## config.mk

```make
export PLATFORM = sky130hd
export DESIGN_NAME = mt_temper_buffer
export DESIGN_NICKNAME = d
export VERILOG_FILES = /design/src/rtl/mt_pkg.sv /design/src/rtl/mt_sync_fifo.sv /design/src/rtl/mt_temper_buffer.sv
export SDC_FILE = /design/constraint.sdc
export NUM_CORES = 1
export LEC_CHECK = 0
export CORE_ASPECT_RATIO = 1.75
export CORE_MARGIN = 5
export CORE_UTILIZATION = 55
export CTS_CLUSTER_DIAMETER = 150
export DETAILED_ROUTE_END_ITERATION = 8
export PLACE_DENSITY = 0.76
export RECOVER_POWER = 25
export SLEW_MARGIN = 20
export SYNTH_ARGS = -nofsm -noshare
export SYNTH_HDL_FRONTEND = slang
export SYNTH_HIERARCHICAL = 1
export SYNTH_SLANG_ARGS = --single-unit
```

## constraint.sdc

```tcl
create_clock -name i_clk -period 8.4 [get_ports i_clk]
set_input_delay 1.68 -clock i_clk [delete_from_list [all_inputs] [get_ports i_clk]]
set_output_delay 1.68 -clock i_clk [all_outputs]
set_load 0.01 [all_outputs]
```

## src/rtl/mt_pkg.sv

```systemverilog
// Shared MT19937 tempering constants and per-stage tempering helper.
// Also used by the twist stage, so keep the constants here rather than in any one module.
package mt_pkg;

  localparam int MT_W = 32;
  localparam int MT_U = 11;
  localparam int MT_S = 7;
  localparam int MT_T = 15;
  localparam int MT_L = 18;
  localparam logic [MT_W-1:0] MT_B = 32'h9D2C5680;
  localparam logic [MT_W-1:0] MT_C = 32'hEFC60000;

  // Stage 0 holds the raw word; stages 1..4 hold the tempering results.
  localparam int MT_NUM_STAGES = 5;

  typedef logic [MT_W-1:0] mt_word_t;

  typedef struct packed {
    logic     vld;
    mt_word_t data;
  } mt_stage_t;

  // One tempering operation; idx selects which of the four.
  function automatic mt_word_t mt_temper_step(input logic [1:0] idx, input mt_word_t y);
    mt_word_t r;
    case (idx)
      2'd0:    r = y ^ (y >> MT_U);
      2'd1:    r = y ^ ((y << MT_S) & MT_B);
      2'd2:    r = y ^ ((y << MT_T) & MT_C);
      default: r = y ^ (y >> MT_L);
    endcase
    return r;
  endfunction

endpackage

```

## src/rtl/mt_sync_fifo.sv

```systemverilog
// Synchronous FIFO, DEPTH x W, with sync reset, sync clear and an occupancy count.
// Reading an empty FIFO presents zero on the data output.
module mt_sync_fifo #(
  parameter int DEPTH = 4,
  parameter int W     = 32
) (
  input  logic                       i_clk,
  input  logic                       i_rst,
  input  logic                       i_clear,
  input  logic                       i_push,
  input  logic [W-1:0]               i_push_data,
  input  logic                       i_pop,
  output logic [W-1:0]               o_pop_data,
  output logic [$clog2(DEPTH+1)-1:0] o_count,
  output logic                       o_empty
);

  localparam int AW = $clog2(DEPTH);
  localparam int CW = $clog2(DEPTH+1);

  logic [W-1:0]  r_mem [DEPTH];
  logic [AW-1:0] r_wr_ptr;
  logic [AW-1:0] r_rd_ptr;
  logic [CW-1:0] r_count;

  logic w_full;
  logic w_push_ok;
  logic w_pop_ok;

  assign o_empty = (r_count == '0);
  assign w_full  = (r_count == CW'(DEPTH));

  // A push into a full FIFO is only taken when a pop frees the slot in the same cycle.
  assign w_pop_ok  = i_pop && !o_empty && !i_clear;
  assign w_push_ok = i_push && (!w_full || w_pop_ok) && !i_clear;

  always_ff @(posedge i_clk) begin
    if (w_push_ok) begin
      r_mem[r_wr_ptr] <= i_push_data;
    end
  end

  always_ff @(posedge i_clk) begin
    if (i_rst || i_clear) begin
      r_wr_ptr <= '0;
      r_rd_ptr <= '0;
      r_count  <= '0;
    end else begin
      if (w_push_ok) begin
        r_wr_ptr <= r_wr_ptr + AW'(1);
      end
      if (w_pop_ok) begin
        r_rd_ptr <= r_rd_ptr + AW'(1);
      end
      case ({w_push_ok, w_pop_ok})
        2'b10:   r_count <= r_count + CW'(1);
        2'b01:   r_count <= r_count - CW'(1);
        default: r_count <= r_count;
      endcase
    end
  end

  assign o_pop_data = o_empty ? '0 : r_mem[r_rd_ptr];
  assign o_count    = r_count;

endmodule

```

## src/rtl/mt_temper_buffer.sv

```systemverilog
// MT19937 tempering pipeline feeding an output FIFO, with credit-based input flow
// control and a batch counter that tells the twister when to re-start.
module mt_temper_buffer
  import mt_pkg::*;
#(
  parameter int DEPTH     = 4,
  parameter int NUM_WORDS = 2
) (
  input  logic            i_clk,
  input  logic            i_rst,
  input  logic            i_flush,
  input  logic            i_in_valid,
  input  logic [MT_W-1:0] i_in_data,
  output logic            o_in_ready,
  output logic            o_out_valid,
  output logic [MT_W-1:0] o_out_data,
  input  logic            i_out_ready,
  output logic [15:0]     o_word_count,
  output logic            o_batch_done
);

  localparam int CW = $clog2(DEPTH+1);
  localparam int SW = $clog2(DEPTH + MT_NUM_STAGES + 1) + 1;
  localparam logic [16:0] NW = 17'(NUM_WORDS);

  mt_stage_t r_stage [MT_NUM_STAGES];

  logic [CW-1:0] w_fifo_count;
  logic          w_fifo_empty;
  logic [SW-1:0] w_pipe_count;
  logic [SW-1:0] w_inflight;
  logic          w_in_fire;
  logic          w_out_fire;
  logic          w_fifo_push;
  logic [16:0]   w_wc_next;

  logic [15:0]   r_word_count;
  logic          r_batch_done;

  // Every accepted word holds a credit until it leaves the FIFO, so the FIFO can never overflow.
  always_comb begin
    w_pipe_count = '0;
    for (int i = 0; i < MT_NUM_STAGES; i++) begin
      w_pipe_count = w_pipe_count + SW'(r_stage[i].vld);
    end
  end

  assign w_inflight = SW'(w_fifo_count) + w_pipe_count;
  assign o_in_ready = (w_inflight < SW'(DEPTH));

  assign w_in_fire   = i_in_valid && o_in_ready && !i_flush;
  assign w_out_fire  = o_out_valid && i_out_ready && !i_flush;
  assign w_fifo_push = r_stage[MT_NUM_STAGES-1].vld && !i_flush;

  always_ff @(posedge i_clk) begin
    if (i_rst || i_flush) begin
      for (int i = 0; i < MT_NUM_STAGES; i++) begin
        r_stage[i] <= '0;
      end
    end else begin
      r_stage[0] <= '{vld: w_in_fire, data: i_in_data};
      for (int i = 1; i < MT_NUM_STAGES; i++) begin
        r_stage[i] <= '{vld:  r_stage[i-1].vld,
                        data: mt_temper_step(2'(i-1), r_stage[i-1].data)};
      end
    end
  end

  mt_sync_fifo #(
    .DEPTH (DEPTH),
    .W     (MT_W)
  ) u_fifo (
    .i_clk       (i_clk),
    .i_rst       (i_rst),
    .i_clear     (i_flush),
    .i_push      (w_fifo_push),
    .i_push_data (r_stage[MT_NUM_STAGES-1].data),
    .i_pop       (w_out_fire),
    .o_pop_data  (o_out_data),
    .o_count     (w_fifo_count),
    .o_empty     (w_fifo_empty)
  );

  assign o_out_valid = !w_fifo_empty;

  assign w_wc_next = {1'b0, r_word_count} + 17'd1;

  always_ff @(posedge i_clk) begin
    if (i_rst || i_flush) begin
      r_word_count <= '0;
      r_batch_done <= 1'b0;
    end else begin
      r_batch_done <= 1'b0;
      if (w_out_fire) begin
        if (w_wc_next == NW) begin
          r_word_count <= '0;
          r_batch_done <= 1'b1;
        end else begin
          r_word_count <= w_wc_next[15:0];
        end
      end
    end
  end

  assign o_word_count = r_word_count;
  assign o_batch_done = r_batch_done;

endmodule

```

Word level (Yosys, flattened, before mapping) --
Memories as Yosys holds them, arrays and structs flattened. A register that Yosys moved wholly into a read port is not among the register bits. Cells that the tools add are included.
Operators by class: add/subtract/negate cells 10, magnitude comparators 1, equal/unequal tests 4, muxes and demuxes 20, bitwise gates (word level) 10, reductions and logical operators 17
Operator list (count):
- $mux W33 | 5
- $mux W32 | 5
- $xor A32 B32 Y32 | 2
- $xor A32 B14 Y32 | 1
- $xor A32 B21 Y32 | 1
- $add A16 B1 Y17 const B | 1
- $eq A17 B2 Y1 const B | 1
- $mux W16 | 1
- $logic_and A1 B1 Y1 | 9
- $mux W1 | 6
- $pmux W3 S2 | 1
- $add A3 B5 Y5 | 1
- $add A4 B1 Y5 | 1
- $lt A5 B3 Y1 const B | 1
- $or A1 B1 Y1 | 5
- $add A2 B1 Y2 const B | 2
- $add A3 B1 Y4 | 1
- $mux W2 | 2
- $add A2 B1 Y3 | 1
- $add A3 B1 Y3 const B | 1
- $eq A3 B3 Y1 const B | 1
- $logic_not A1 Y1 | 3
- $logic_not A3 Y1 | 1
- $sub A3 B1 Y3 const B | 1
- other kinds (7) | 8
Word-level totals: register bits 24, bits in writable memories 293, bits of input ports 37, output and inout port bits 51, logic and storage cells 69, memories kept 2
Memories:
- r_stage | words 5, width 33, read ports 5, clocked after memory_dff 0, write ports 5, RTL line mt_temper_buffer.sv:26 | mt_stage_t r_stage [MT_NUM_STAGES];
- u_fifo.r_mem | words 4, width 32, read ports 1, clocked after memory_dff 1, write ports 1, RTL line mt_sync_fifo.sv:21 | logic [W-1:0] r_mem [DEPTH];

Depth between registers and ports, before layout --
word-level depth 11, depth in mapped cells 15, gate-level depth less buffers 13

Cells and area by module --
The synthesis kept the hierarchy.
By module, submodules not included:
- mt_temper_buffer | instances 1, cells each 545, area an instance 5940.7 um^2, seq. area each 3643.5 um^2
- mt_sync_fifo | instances 1, cells each 258, area an instance 5306.3 um^2, seq. area each 4023.9 um^2

Least setup slack after synthesis --
No wires, ideal clock.
path kind input -> register, start input port i_flush, end register u_fifo.r_count[2], in the netlist u_fifo/o_count[2], library setup time 70 ps, data arrival time 4034 ps, data required time 8330 ps, slack 4296 ps, stages on the path 13, buffers on the path 1, path through nor2_1 -> nand2_1 -> inv_1 -> or4b_1 -> buf_2 -> and2_4 -> inv_1 -> ha_1 -> inv_1 -> fa_1 -> xor2_1 -> or3_1 -> a21oi_1
On the way: word-level cells in the longest chain between the ends 9, elaborated cells between the ends (all ways) 13, classes of those cells eq/ne: 2; mux: 1; reduce/logical: 10
Ends and longest elaborated chain:
- start, declared | RTL line mt_temper_buffer.sv:11 | input logic i_flush,
- $logic_not A1 Y1 * | RTL line mt_temper_buffer.sv:52 | assign w_out_fire = o_out_valid && i_out_ready && !i_flush;
- $logic_and A1 B1 Y1 * | RTL line mt_temper_buffer.sv:52
- via w_out_fire | RTL line mt_temper_buffer.sv:33 | logic w_out_fire;
- $logic_and A1 B1 Y1 * (2 in a row) | RTL line mt_sync_fifo.sv:34 | assign w_pop_ok = i_pop && !o_empty && !i_clear;
- $logic_or A1 B1 Y1 | RTL line mt_sync_fifo.sv:35 | assign w_push_ok = i_push && (!w_full || w_pop_ok) && !i_clear;
- $logic_and A1 B1 Y1 (2 in a row) | RTL line mt_sync_fifo.sv:35
- $eq A2 B1 Y1 / $eq A2 B2 Y1 (equally long branches) | RTL line mt_sync_fifo.sv:55 | case ({w_push_ok, w_pop_ok})
- $pmux W3 S2 / $reduce_bool A2 Y1 (equally long branches)
- end signal, assigned | RTL line mt_sync_fifo.sv:56 | 2'b10: r_count <= r_count + CW'(1);
- end signal, assigned | RTL line mt_sync_fifo.sv:57 | 2'b01: r_count <= r_count - CW'(1);
- end signal, assigned | RTL line mt_sync_fifo.sv:58 | default: r_count <= r_count;
- end, declared | RTL line mt_sync_fifo.sv:24 | logic [CW-1:0] r_count;
Mark *: on every way through the listed nets, which the timed path passes. The rest lies on a longest branch. A chain may end at the register's enable or synchronous reset.

Final worst setup path --
start register u_fifo.r_count[0], in the netlist u_fifo/o_count[0], end output port o_in_ready
On the way: word-level cells in the longest chain between the ends 2
Ends and longest elaborated chain:
- $add A3 B5 Y5 | RTL line mt_temper_buffer.sv:48 | assign w_inflight = SW'(w_fifo_count) + w_pipe_count;
- $lt A5 B3 Y1 | RTL line mt_temper_buffer.sv:49 | assign o_in_ready = (w_inflight < SW'(DEPTH));
- end, declared | RTL line mt_temper_buffer.sv:14 | output logic o_in_ready,
No other way between the ends.

==> run_results.csv <==
group,metric,value,unit
outcome,outcome,"finished, final reports clean",
cells_and_area,insertedDiodeCount,0,
clocking,htreeDepth,1,
global_routing,antenna_found_initial,0,
clocking,cts_max_path_buffers,3,
power,p_leak,4.445,nW
clocking,cts_sinks,319,
global_routing,grt.overflow.total,0,
clocking,cts_tree,"built",
worst_setup_path,worst_ep_required_time,6.72,ns
min_path,hold_path_class,"reg -> reg",
worst_setup_path,cp-start-kind,"flip-flop",
synthesis,yosys.cell_types.count,52,
synthesis,synth_compound_area_share,1.613,%
synthesis,netlist_top_cells_area,"edfxtp_1 (34%), dfxtp_1 (34%), mux4_2 (6.4%)",
cells_and_area,layout.nets,935,
floorplan,dieArea,23520,um^2
worst_setup_path,crit_path_top_delay_cell,"clkdlybuf4s50_1",
synthesis,synth_nets,853,
sta,layout_min_cycle_time,4.868,ns
clocking,cts_root_buf,"clkbuf_16",
synthesis,synth_edf_count,128,
floorplan,core_area,20200,um^2
flow_run,maxCapViolations,0,
synthesis,synth-seq-cells,319,
synthesis,syn-cell-area,11250,um^2
cells_and_area,fillCellCount,1522,
synthesis,synth_top_family_by_area,"simple AND/OR/NAND/NOR gates",
synthesis,ys_seq_area_share,68.17,%
global_routing,grt_max_degree,109,
synthesis,synth-xor-area-share,5.996,%
placement,pre_cts_slack,3.277,ns
clocking,clkTransAtPathRegs,0.07,ns
synthesis,synth.most_common_cell,"dfxtp_1",
power,vdd_drop_max,0.2643,mV
sta,rsz0062_at_grt,"no",
route,vias,5709,
placement,port_buffers,87,
sta,slew_headroom,42.47,%
clocking,clk_latency,0.51,ns
sta,tightest_slew,0.8630,ns
placement,placed_area,12310,um^2
cells_and_area,area_growth,17.03,%
worst_setup_path,path_cells,"fa_1 -> fa_1 -> ha_1 -> and3_1 -> nor4_1 -> clkdlybuf4s50_1",
synthesis,ys_warn_count,6,
route,initialDrtViolationCount,225,
cells_and_area,drive_above_1_share,10.30,%
synthesis,synth_cells,803,
synthesis,ys_top_cells_by_count,"dfxtp_1 (191), edfxtp_1 (128), and2_1 (107)",
floorplan,num_rows,69,
clocking,cts_buffers,24,
sta,clock_skew,0.01056,ns
synthesis,synth_fa_ha_area_share,1.646,%
route,drt-wirelength-per-cell,14.78,um
route,via_per_inst,4.960,
floorplan,fp.dieH,199.2,um
cells_and_area,design_area,13160,um^2
sta,setup_ws,3.532,ns
synthesis,yosys.area.top_type,"edfxtp_1",
clocking,ctsResizeCount,0,
worst_setup_path,worst_path_most_repeated_cell,"fa_1",
sta,max_freq,205.4,MHz
sta,drv_slew,0,
worst_setup_path,crit_buf_inv,1,
route,antenna_left,0,
floorplan,die_x,118.1,um
power,powerDensity,216.1,nW/um^2
floorplan,initial_core_util,55.67,%
placement,hpwl,10.87,mm
sta,final.setup.tns,0,ns
clocking,cts.hold.buffers_added,0,
synthesis,avgSynthCellArea,14.01,um^2
worst_setup_path,cp.arrival,3.19,ns
synthesis,yosys.area.top_type_share,34.18,%
worst_setup_path,path_class,"reg -> out",
global_routing,grt_pass1_wl,27.90,mm
route,drc_errors,0,
synthesis,yosys.area_share.simple,14.31,%
worst_setup_path,cpPeakStageDelay,0.62,ns
sta,fin_crit_sh,57.95,%
worst_setup_path,worstPathMaxFanout,6,
global_routing,grt_pass1_vias,5714,
synthesis,ys.flop_type,"dfxtp_1",
global_routing,grt_use_total,14.47,%
clocking,post_cts_buffers,0,
worst_setup_path,cp-end-kind,"primary output",
sta,finalSetupViolCount,0,
route,wl,17.02,mm
placement,gp_congestion,0.7714,
synthesis,muxShareOfSynthArea,6.408,%
sta,hold_viol_final,0,
synthesis,ys_async_sr_fraction,0,%
worst_setup_path,crit_family,"adder cells",
route,drtPass1Iterations,4,
floorplan,ios,88,
final cells by class:
cell class	instances	area, um^2	area share (%)
Clock buffer	37	732.0	5.561
Clock inverter	7	116.4	0.8840
Inverter	12	45.04	0.3422
Multi-Input combinational cell	437	3388	25.74
Sequential cell	319	7670	58.27
Tap cell	248	310.3	2.357
Timing Repair Buffer	91	900.9	6.844
sequential cells by signal (all words and copies together) (netlist names), named ones only:
register / count
r_stage: 165
u_fifo/r_mem: 128
o_word_count: 16
u_fifo/o_count: 3
u_fifo/r_rd_ptr: 2
u_fifo/r_wr_ptr: 2
o_batch_done: 1
metal layers:
metal,global-route usage (%),vias to the layer above,part of all wire [%]
li1,-,2906,-
met1,15.54,2681,38
met2,29.20,106,57
met4,3.869,0,1.3
met5,0,-,0
met3,1.926,16,4.0
final timing paths:
check	cells past startpoint	endpoint	slack, ns	startpoint
setup reg to reg	14	u_fifo/o_count[2]	4.68	u_fifo/o_count[1]
setup / recovery	6	o_in_ready	3.53	u_fifo/o_count[0]
hold reg to reg	1	r_stage[0][91]	0.42	r_stage[0][58]
hold / removal	1	r_stage[0][91]	0.42	r_stage[0][58]
per-stage QoR:
| step | power, mW | hold slack (ns) | util [%] | instances |
|---|---|---|---|---|
| floorplan | 1.680 | 0.4057 | - | 803 |
| global placement | 1.703 | 0.4095 | 60.96 | 1107 |
| detailed placement | 1.704 | 0.4113 | 60.96 | 1107 |
| CTS | 2.877 | 0.4248 | 65.16 | 1151 |
| global route | 2.948 | 0.4407 | 65.16 | 1151 |
| finish | 2.844 | 0.4215 | 65.16 | 1151 |
power by group:
group          internal (mW)  switching [mW]
Combinational         0.0292          0.0203
Sequential              1.61         0.00733
Clock                  0.696           0.481
layout by cell type (no fill, tap or decap), types with 2 or more instances in the layout:
cell	instances
or3_1	4
nand2_1	11
inv_1	12
nand3_1	11
nor3_2	2
a21oi_1	5
dfxtp_1	189
xnor2_1	64
edfxtp_1	128
nand4_1	7
nor2_1	88
bufinv_16	3
nor4_1	3
clkbuf_1	7
and2_1	107
o21ai_0	4
mux4_2	32
or2_2	2
dfxtp_2	2
ha_1	10
clkdlybuf4s50_1	87
xor2_1	13
o22ai_1	2
fa_1	3
clkbuf_8	4
clkbuf_16	26
and3_1	2
and3_2	4
buf_4	4
nor3_1	3
a211o_1	2
nor2b_1	34
cell families (layout without fill, tap and decap cells):
logic type,count (synthesis),count (layout)
adders and majority gates,13,13
AOI/OAI and AO/OA,24,24
muxes,32,32
xor gates and xnor gates,77,77
and+or+nand+nor,291,291
DFF,319,319
buffers and inverters,47,147
(Power assumes the default switching activity.)
